**config.mk**
```make
export PLATFORM = sky130hd
export DESIGN_NAME = arbiter_burst_scheduler
export DESIGN_NICKNAME = d
export VERILOG_FILES = /design/src/rtl/arbiter_burst_scheduler_pkg.sv /design/src/rtl/arbiter_burst_scheduler_rr_pick.sv /design/src/rtl/arbiter_burst_scheduler.sv
export SDC_FILE = /design/constraint.sdc
export NUM_CORES = 1
export LEC_CHECK = 0
export ABC_AREA = 1
export BUFFER_PORTS_ARGS = -buffer_cell sky130_fd_sc_hd__buf_2
export CAP_MARGIN = 20
export CORE_MARGIN = 4
export CORE_UTILIZATION = 45
export CTS_CLUSTER_DIAMETER = 120
export DETAILED_ROUTE_END_ITERATION = 10
export PLACE_DENSITY_LB_ADDON = 0.2
export SLEW_MARGIN = 20
export SYNTH_ARGS = -nofsm -noshare
export SYNTH_HDL_FRONTEND = slang
export SYNTH_SLANG_ARGS = --single-unit
```
**constraint.sdc**
```tcl
create_clock -name ap_clk -period 2.25 [get_ports ap_clk]
set_clock_uncertainty 0.1 [all_clocks]
set_input_delay 0.225 -clock ap_clk [delete_from_list [all_inputs] [get_ports ap_clk]]
set_output_delay 0.225 -clock ap_clk [all_outputs]
set_load 0.05 [all_outputs]
```
**src/rtl/arbiter_burst_scheduler_pkg.sv**
```systemverilog
// Shared types and constants for the burst-granularity round-robin scheduler.
package arbiter_burst_scheduler_pkg;

  localparam int unsigned BURST_W_DEFAULT = 8;

  typedef enum logic {
    IDLE  = 1'b0,
    GRANT = 1'b1
  } arb_sched_state_t;

  // Ceiling log2 for parameter elaboration, minimum result 1.
  function automatic int unsigned clog2(input int unsigned v);
    int unsigned r;
    r = 1;
    for (int unsigned i = 1; i < 32; i++) begin
      if ((32'd1 << i) < v) r = i + 1;
    end
    return r;
  endfunction

endpackage

```
**src/rtl/arbiter_burst_scheduler_rr_pick.sv**
```systemverilog
// Combinational round-robin picker: first set request at or above ptr_i, wrapping.
module arbiter_burst_scheduler_rr_pick #(
  parameter int unsigned NUM_REQ = 4,
  parameter int unsigned SEL_W   = 2
) (
  input  logic [NUM_REQ-1:0] req_i,
  input  logic [SEL_W-1:0]   ptr_i,
  output logic [NUM_REQ-1:0] onehot_o,
  output logic [SEL_W-1:0]   idx_o,
  output logic               any_o
);

  localparam int unsigned DW = 2 * NUM_REQ;

  logic [DW-1:0] dbl;
  logic [DW-1:0] masked;
  logic          found;

  // Upper copy of req supplies the wrapped-around candidates below ptr.
  assign dbl    = {req_i, req_i};
  assign masked = dbl & ~((DW'(1) << ptr_i) - DW'(1));

  always_comb begin
    idx_o = '0;
    found = 1'b0;
    for (int i = 0; i < int'(DW); i++) begin
      if (masked[i] && !found) begin
        found = 1'b1;
        idx_o = SEL_W'(i);
      end
    end
  end

  assign any_o    = |req_i;
  assign onehot_o = any_o ? (NUM_REQ'(1) << idx_o) : '0;

endmodule

```
**src/rtl/arbiter_burst_scheduler.sv**
```systemverilog
// Locks a round-robin grant for a whole burst of handshaken beats, then rotates.
// ARBITER_BURST_SCHEDULER_PERF_EN adds per-requester saturating beat counters.
module arbiter_burst_scheduler
  import arbiter_burst_scheduler_pkg::*;
#(
  parameter int unsigned NUM_REQ   = 4,
  parameter int unsigned REQ_SEL_W = clog2(NUM_REQ),
  parameter int unsigned BURST_W   = BURST_W_DEFAULT
) (
  input  logic                       ap_clk,
  input  logic                       areset,
  input  logic                       enable,
  input  logic [NUM_REQ-1:0]         req_in,
  input  logic [NUM_REQ*BURST_W-1:0] req_burst_len,
  input  logic                       beat_valid,
  input  logic                       beat_ready,
  output logic [NUM_REQ-1:0]         grant_out,
  output logic [REQ_SEL_W-1:0]       grant_select,
  output logic                       grant_valid,
  output logic                       burst_done,
`ifdef ARBITER_BURST_SCHEDULER_PERF_EN
  output logic [NUM_REQ*32-1:0]      perf_beat_count,
`endif
  output logic                       busy
);

  localparam int unsigned BL_W = BURST_W + 1;

  arb_sched_state_t     state_q, state_d;
  logic [REQ_SEL_W-1:0] rr_ptr_q, rr_ptr_d;
  logic [BL_W-1:0]      beats_left_q, beats_left_d;
  logic [NUM_REQ-1:0]   grant_q, grant_d;
  logic [REQ_SEL_W-1:0] sel_q, sel_d;
  logic                 gvalid_q, gvalid_d;
  logic                 done_q, done_d;
  logic                 busy_q, busy_d;

  logic [NUM_REQ-1:0]   pick_onehot;
  logic [REQ_SEL_W-1:0] pick_idx;
  logic                 pick_any;
  logic [BURST_W-1:0]   pick_len;
  logic                 beat_fire_c;

  arbiter_burst_scheduler_rr_pick #(
    .NUM_REQ (NUM_REQ),
    .SEL_W   (REQ_SEL_W)
  ) u_pick (
    .req_i    (req_in),
    .ptr_i    (rr_ptr_q),
    .onehot_o (pick_onehot),
    .idx_o    (pick_idx),
    .any_o    (pick_any)
  );

  always_comb begin
    pick_len = '0;
    for (int i = 0; i < int'(NUM_REQ); i++) begin
      if (pick_idx == REQ_SEL_W'(i)) pick_len = req_burst_len[i*BURST_W +: BURST_W];
    end
  end

  assign beat_fire_c = (state_q == GRANT) && beat_valid && beat_ready;

  // Next-state and next-output logic.
  always_comb begin
    state_d      = state_q;
    rr_ptr_d     = rr_ptr_q;
    beats_left_d = beats_left_q;
    grant_d      = grant_q;
    sel_d        = sel_q;
    gvalid_d     = gvalid_q;
    busy_d       = busy_q;
    done_d       = 1'b0;
    unique case (state_q)
      IDLE: begin
        if (enable && pick_any) begin
          state_d      = GRANT;
          grant_d      = pick_onehot;
          sel_d        = pick_idx;
          gvalid_d     = 1'b1;
          busy_d       = 1'b1;
          beats_left_d = (pick_len == '0) ? BL_W'(1) : {1'b0, pick_len};
        end
      end
      GRANT: begin
        if (beat_fire_c) begin
          if (beats_left_q == BL_W'(1)) begin
            state_d      = IDLE;
            grant_d      = '0;
            gvalid_d     = 1'b0;
            busy_d       = 1'b0;
            done_d       = 1'b1;
            beats_left_d = '0;
            rr_ptr_d     = sel_q + REQ_SEL_W'(1);
          end else begin
            beats_left_d = beats_left_q - BL_W'(1);
          end
        end
      end
      default: state_d = IDLE;
    endcase
  end

`ifdef ARBITER_BURST_SCHEDULER_PERF_EN
  logic [31:0] perf_q [NUM_REQ];
`endif

  always_ff @(posedge ap_clk or posedge areset) begin
    if (areset) begin
      state_q      <= IDLE;
      rr_ptr_q     <= '0;
      beats_left_q <= '0;
      grant_q      <= '0;
      sel_q        <= '0;
      gvalid_q     <= 1'b0;
      done_q       <= 1'b0;
      busy_q       <= 1'b0;
`ifdef ARBITER_BURST_SCHEDULER_PERF_EN
      for (int i = 0; i < int'(NUM_REQ); i++) perf_q[i] <= '0;
`endif
    end else begin
      state_q      <= state_d;
      rr_ptr_q     <= rr_ptr_d;
      beats_left_q <= beats_left_d;
      grant_q      <= grant_d;
      sel_q        <= sel_d;
      gvalid_q     <= gvalid_d;
      done_q       <= done_d;
      busy_q       <= busy_d;
`ifdef ARBITER_BURST_SCHEDULER_PERF_EN
      if (beat_fire_c && (perf_q[sel_q] != 32'hFFFF_FFFF)) perf_q[sel_q] <= perf_q[sel_q] + 32'd1;
`endif
    end
  end

`ifdef ARBITER_BURST_SCHEDULER_PERF_EN
  for (genvar g = 0; g < int'(NUM_REQ); g++) begin : g_perf
    assign perf_beat_count[g*32 +: 32] = perf_q[g];
  end
`endif

  assign grant_out    = grant_q;
  assign grant_select = sel_q;
  assign grant_valid  = gvalid_q;
  assign burst_done   = done_q;
  assign busy         = busy_q;

endmodule

```
# Word level (Yosys, flattened, before mapping)

Cells that the tools add are included.

Flip-flop bits (word level): 20
Input port bits: 41
Output and inout port bits: 9
Logic and storage cells: 85

Add/sub/neg operators: 3
Equal/unequal tests: 7
Shifts and indexed selects: 2
Mux-type cells: 39
Bitwise logic cells: 3
Reductions and logical operators: 24

Operators by type and width:

| kind                | number |
|---|---|
| $mux 8              | 5 |
| $mux 9              | 3 |
| $pmux 9 s2          | 1 |
| $mux 1              | 17 |
| $mux 4              | 4 |
| $mux 2              | 6 |
| $logic_and 1x1->1   | 10 |
| $eq 9x1->1 const B  | 1 |
| $sub 9x1->9 const B | 1 |
| $and 8x8->8         | 1 |
| $logic_not 8->1     | 1 |
| $not 8->8           | 1 |
| $pmux 4 s2          | 1 |
| $shl 1x2->8 const A | 1 |
| $sub 8x1->8 const B | 1 |
| $logic_not 1->1     | 7 |
| $reduce_and 3->1    | 2 |
| $eq 2x2->1 const B  | 2 |
| $ne 2x1->1 const B  | 2 |
| $pmux 1 s2          | 2 |
| $reduce_and 2->1    | 2 |
| $reduce_or 4->1     | 1 |
| $shl 1x2->4 const A | 1 |
| $add 2x1->2 const B | 1 |
| other kinds (4)     | 4 |

# Depth between registers and ports, before layout

Word-level depth: 35
Depth in mapped cells: 18
Mapped depth without buffers: 18

# Cells and area by module

From an unflattened synthesis, not the netlist that was laid out.

Cell total of the unflattened synthesis: 217
Area, all modules: 1485.2 µm²

Modules (own cells, without submodules):

| module                          | instances | cells an instance | area an instance (µm²) | seq. area each (µm²) |
|---|---|---|---|---|
| arbiter_burst_scheduler         | 1         | 184               | 1292.5                 | 500.5 |
| arbiter_burst_scheduler_rr_pick | 1         | 33                | 192.7                  | 0.0 |

# Worst setup path before layout

Ideal clock, no wire load.

Path kind: register to register
Start point: register rr_ptr_q[1]
End point: register beats_left_q[0]
Data arrival time: 2.101 ns
Data required time: 2.077 ns
Path slack: -0.024 ns
Cell stages (with the launch flop): 17
Clock period less this slack: 2.274 ns
Path through: dfrtp_1 -> nor2_1 -> inv_1 -> ha_1 -> nand2_1 -> a21boi_2 -> nand2_1 -> nor2_4 -> inv_2 -> or2_1 -> nand2_1 -> nand2_1 -> nor2_1 -> nand2_1 -> nand2_1 -> nand2_1 -> a21oi_2

Word-level cells in the longest chain between the ends: 35
Elaborated cells between the ends (all ways): 44

RTL lines:

| what                     | line                                  | RTL |
|---|---|---|
| start: declaration       | arbiter_burst_scheduler.sv:30         | `logic [REQ_SEL_W-1:0] rr_ptr_q, rr_ptr_d;` |
| start signal: assignment | arbiter_burst_scheduler.sv:123        | `rr_ptr_q <= rr_ptr_d;` |
| $shl 1x2->8 *            | arbiter_burst_scheduler_rr_pick.sv:21 | `assign masked = dbl & ~((DW'(1) << ptr_i) - DW'(1));` |
| $sub 8x1->8 *            | arbiter_burst_scheduler_rr_pick.sv:21 |  |
| $not 8->8 *              | arbiter_burst_scheduler_rr_pick.sv:21 |  |
| $and 8x8->8 *            | arbiter_burst_scheduler_rr_pick.sv:21 |  |
| $mux 1                   | arbiter_burst_scheduler_rr_pick.sv:27 | `if (masked[i] && !found) begin` |
| $logic_not 1->1          | arbiter_burst_scheduler_rr_pick.sv:27 |  |
| $logic_and 1x1->1        | arbiter_burst_scheduler_rr_pick.sv:27 |  |
| $mux 1                   | arbiter_burst_scheduler_rr_pick.sv:27 |  |
| [17 not listed]          | -                                     |  |
| $mux 2 *                 | arbiter_burst_scheduler_rr_pick.sv:27 |  |
| $logic_not 2->1          | arbiter_burst_scheduler.sv:58         | `if (pick_idx == REQ_SEL_W'(i)) pick_len = req_burst_len[i*BURST_W +: BURST_W];` |
| $mux 8 (3 in a row)      | arbiter_burst_scheduler.sv:58         |  |
| $mux 8 *                 | arbiter_burst_scheduler.sv:58         |  |
| $logic_not 8->1          | arbiter_burst_scheduler.sv:82         | `beats_left_d = (pick_len == '0) ? BL_W'(1) : {1'b0, pick_len};` |
| $mux 8 *                 | arbiter_burst_scheduler.sv:82         |  |
| $mux 9 *                 | arbiter_burst_scheduler.sv:76         | `if (enable && pick_any) begin` |
| $pmux 9 s2 *             | arbiter_burst_scheduler.sv:74         | `unique case (state_q)` |
| end signal: assignment   | arbiter_burst_scheduler.sv:124        | `beats_left_q <= beats_left_d;` |
| end: declaration         | arbiter_burst_scheduler.sv:31         | `logic [BL_W-1:0] beats_left_q, beats_left_d;` |

Mark *: on every way between the ends. The rest lies on a longest branch, timed or not. The select of a mux whose other input is x is not followed.
A chain may end at the register's enable or synchronous reset.

# Worst setup path after layout

Same ends and word-level chain as after synthesis.

==> metrics.txt <==
clock tree from TritonCTS yes; Wirelength per Cell 13.19 um; post-synthesis average cell area 6.864 sq um; number of failing setup endpoints in the final timing report 6; area overhead of the layout relative to synthesis 48.64%; total placed instance area 1883 sq um; area inside the core boundary 3078 sq um; part of the Yosys area used for sequential elements 34.07%; class of the most critical setup path reg2reg; number of nets with antenna violations after routing 0; global-route congestion overflow total 0; start point of the critical path rr_ptr_q[1]$_DFFE_PP0P_; biggest fanout along the worst timing path 6; library cell with the largest summed area after synthesis dfrtp_1; actual transition at the worst max-transition pin 718.9 ps; post-synth top area share 34.07%; Setup TNS Final -563.3 ps; cell chain of the critical path nor2_2 -> inv_1 -> ha_1 -> nand2_2 -> a21boi_4 -> nand3_2 -> nand2_4 -> nand2_4 -> nand2_2 -> inv_2 -> nand2_1 -> nand4_1 -> nor2_1 -> nand2_1 -> nand2_1 -> nand2_1 -> a21oi_2; violated checks negative setup slack; startpoint types register; Post-Synthesis Cell Area around 1500 sq um; Final period util 109.6%; proportion of total power due to net switching 34.04%; share of post-route cells with drive strength above 1 40.96%; root buffer selected by CTS clkbuf_4; crit path DAT 2610 ps; total power divided by cell area 540.2 nW/um^2; number of storage elements in the synthesis netlist 20; clock-pin slew on the worst setup and hold paths between 100 and 150 ps; RR Endpoint beats_left_q[0]$_DFFE_PP0P_; clock latency reported for the late side of the worst-skew pair 300 ps; Clock Sink Count 20; flop-to-flop setup slack -220 ps; final-report hold violation count 0; count of inserted antenna diode cells 0; clock buffer count from CTS 3; internal power consumption 778.0 uW; Crit. End Element register; maximum number of buffers from clock root to sink 2; weighted congestion at the end of routability-driven global placement roughly 0.87; most common cell in the netlist nand2_1; endpoint required time on the critical path approximately 2400 ps; first-pass GRT wire length 6741 um; dominant synthesized flop cell dfrtp_1; Switch Pwr 401.5 uW; number of synthesized flops with an enable pin 0; slowest cell delay on critical path 430 ps; Yosys warnings 0; maximum vdd ir drop 0.0002801 V; effective utilization at floorplan between 40% and 50%; final count of pins violating max slew 0; library cell appearing most often on the critical path nand2_1; residual DRC count 0; fraction of power consumed by the clock network 25.0%; initial antenna violation count 0; cell at the slowest stage of the critical path dfrtp_1; status finished, violations left; Final Instance Area around 2200 sq um; die width 65.14 um; # nets final 338; Routed Wire Length 4446 um; post-route setup slack -215.4 ps; reg-to-reg startpoint rr_ptr_q[1]$_DFFE_PP0P_; highest clock rate 0.4056 GHz; ratio of routed vias to standard cells ~5.2; via total after detailed routing 1746; unrepaired setup endpoints after global routing yes; placement-stage worst setup slack -172.7 ps; hold slack 120.2 ps; H-tree levels 1; Final Util 70.94%; Rows 20; cells after synthesis approximately 210; leakage power 0.001141 uW; capturing instance or port of the critical path beats_left_q[0]$_DFFE_PP0P_; worst hold path type in2reg; total half-perimeter wirelength after legalization and detailed placement 3077 um; initial drt markers 77; relative contribution of sequential cells to total power 39.7%; maximum number of pins on one net before global-route repair 21; Max Cap Violations 0; Max-Slew Margin vs Limit 52.02%; Synthesized Nets 258; die extent in y roughly 65 um; number of detailed-route iterations in the first pass 4; Port Buffers between 40 and 50; area enclosed by the die boundary ~4200 sq um; via count of the first global-routing pass 1578; proportion of power drawn by combinational gates 35.3%; global routing usage summed across all routing layers 19.88%; Post-synth top cells 50 x nand2_1, 31 x nand3_1, 24 x nor2_1, 20 x dfrtp_1, 19 x inv_1; Netlist cell types 33; IO Pins 50; async set or reset register ratio after synthesis 100.0%; leading cell types by total area after synthesis dfrtp_1 34%, nand2_1 13%, nand3_1 11%, nor2_1 6.1%, inv_1 4.9%; logic depth of the worst register-to-register path 17; shortest clock period the worst path allows after layout ~2500 ps
[cells in the final DEF, fill, tap and decap left out, types with 4 or more instances in the layout]
master / n
buf_2: 49
a31oi_1: 4
nand3_2: 12
nand3_1: 19
nor2_1: 20
buf_4: 25
nand2_4: 5
dfrtp_1: 20
nand2_2: 8
a21oi_1: 7
inv_1: 19
o21ai_0: 14
nor2_4: 4
nand2_1: 43
[sequential cells by signal, summed over array words and instances (netlist names)]
| name | flops |
|---|---|
| grant_out | 4 |
| busy | 1 |
| burst_done | 1 |
| beats_left_q | 9 |
| grant_select | 2 |
| rr_ptr_q | 2 |
| state_q | 1 |
[kinds of logic (layout without fill, tap and decap cells)]
logic type,count (synthesis),after routing,share of synthesized area [%]
flip-flops,20,20,34.07
buffers and inverters,28,105,8.007
adder cells (fa/ha/maj),3,3,2.556
AO/OA/AOI/OAI,33,33,13.46
AND/OR/NAND/NOR,124,126,38.33
XOR/XNOR,6,6,3.578
[critical path: cells and delay by family, from the launching register on]
family	cells	cell delay [ps]
adders and majority gates	1	280
buffers and inverters	2	90
and+or+nand+nor	12	1110
DFF	1	430
AOI/OAI and AO/OA	2	370
[cell type report]
| type | instances | area (sq um) |
|---|---|---|
| Multi-Input combinational cell | 168 | 1018 |
| Fill cell | 243 | 894.6 |
| Sequential cell | 20 | 500.5 |
| Timing Repair Buffer | 76 | 462.9 |
| Inverter | 25 | 93.84 |
| Tap cell | 44 | 55.05 |
| Clock inverter | 1 | 30.03 |
| Clock buffer | 3 | 22.52 |
[timing repair]
action                                  CTS  global route
pin swaps                                 5             7
endpoints found under the hold margin    20             0
buffers inserted                          5             3
gates cloned                              2             0
hold buffers                              1             0
endpoints found under the setup margin    5             8
resized for setup                        15            19
[metal layers]
| metal | wire [um] | part of all wire (%) | track usage [%] | vias to the layer above |
|---|---|---|---|---|
| li1 | - | - | - | 865 |
| met1 | 1966 | 44 | 26.70 | 777 |
| met2 | 2039 | 46 | 33.84 | 89 |
| met3 | 306 | 6.9 | 1.368 | 15 |
| met4 | 133 | 3.0 | 6.995 | 0 |
| met5 | 0 | 0 | 0 | - |
[through the flow]
step	instances	total power (uW)
after floorplan	214	716.5
after global placement	322	830.9
after detailed placement	322	836.4
after CTS	334	1156
after global routing	337	1251
final	337	1179
[worst min path at each step]
stage | to | startpoint | cells after the start | slack, ps
6_report | burst_done$_DFF_PP0_ | beat_ready | 3 | 120
5_1_grt | burst_done$_DFF_PP0_ | beat_ready | 3 | 140
4_1_cts | burst_done$_DFF_PP0_ | beat_ready | 3 | 120
3_5_place_dp | rr_ptr_q[0]$_DFFE_PP0P_ | areset | 2 | 290
3_3_place_gp | busy$_DFFE_PP0P_ | areset | 2 | 290
2_1_floorplan | beats_left_q[0]$_DFFE_PP0P_ | areset | 1 | 90
[power groups by stage]
stage | Sequential [uW] | Combinational [uW] | Clock [uW]
floorplan | 486 | 231 | 0
global placement | 472 | 359 | 0
detailed placement | 475 | 362 | 0
CTS | 467 | 391 | 298
global route | 475 | 466 | 310
finish | 468 | 416 | 295
No activity file was read; power rests on OpenSTA's default activity.
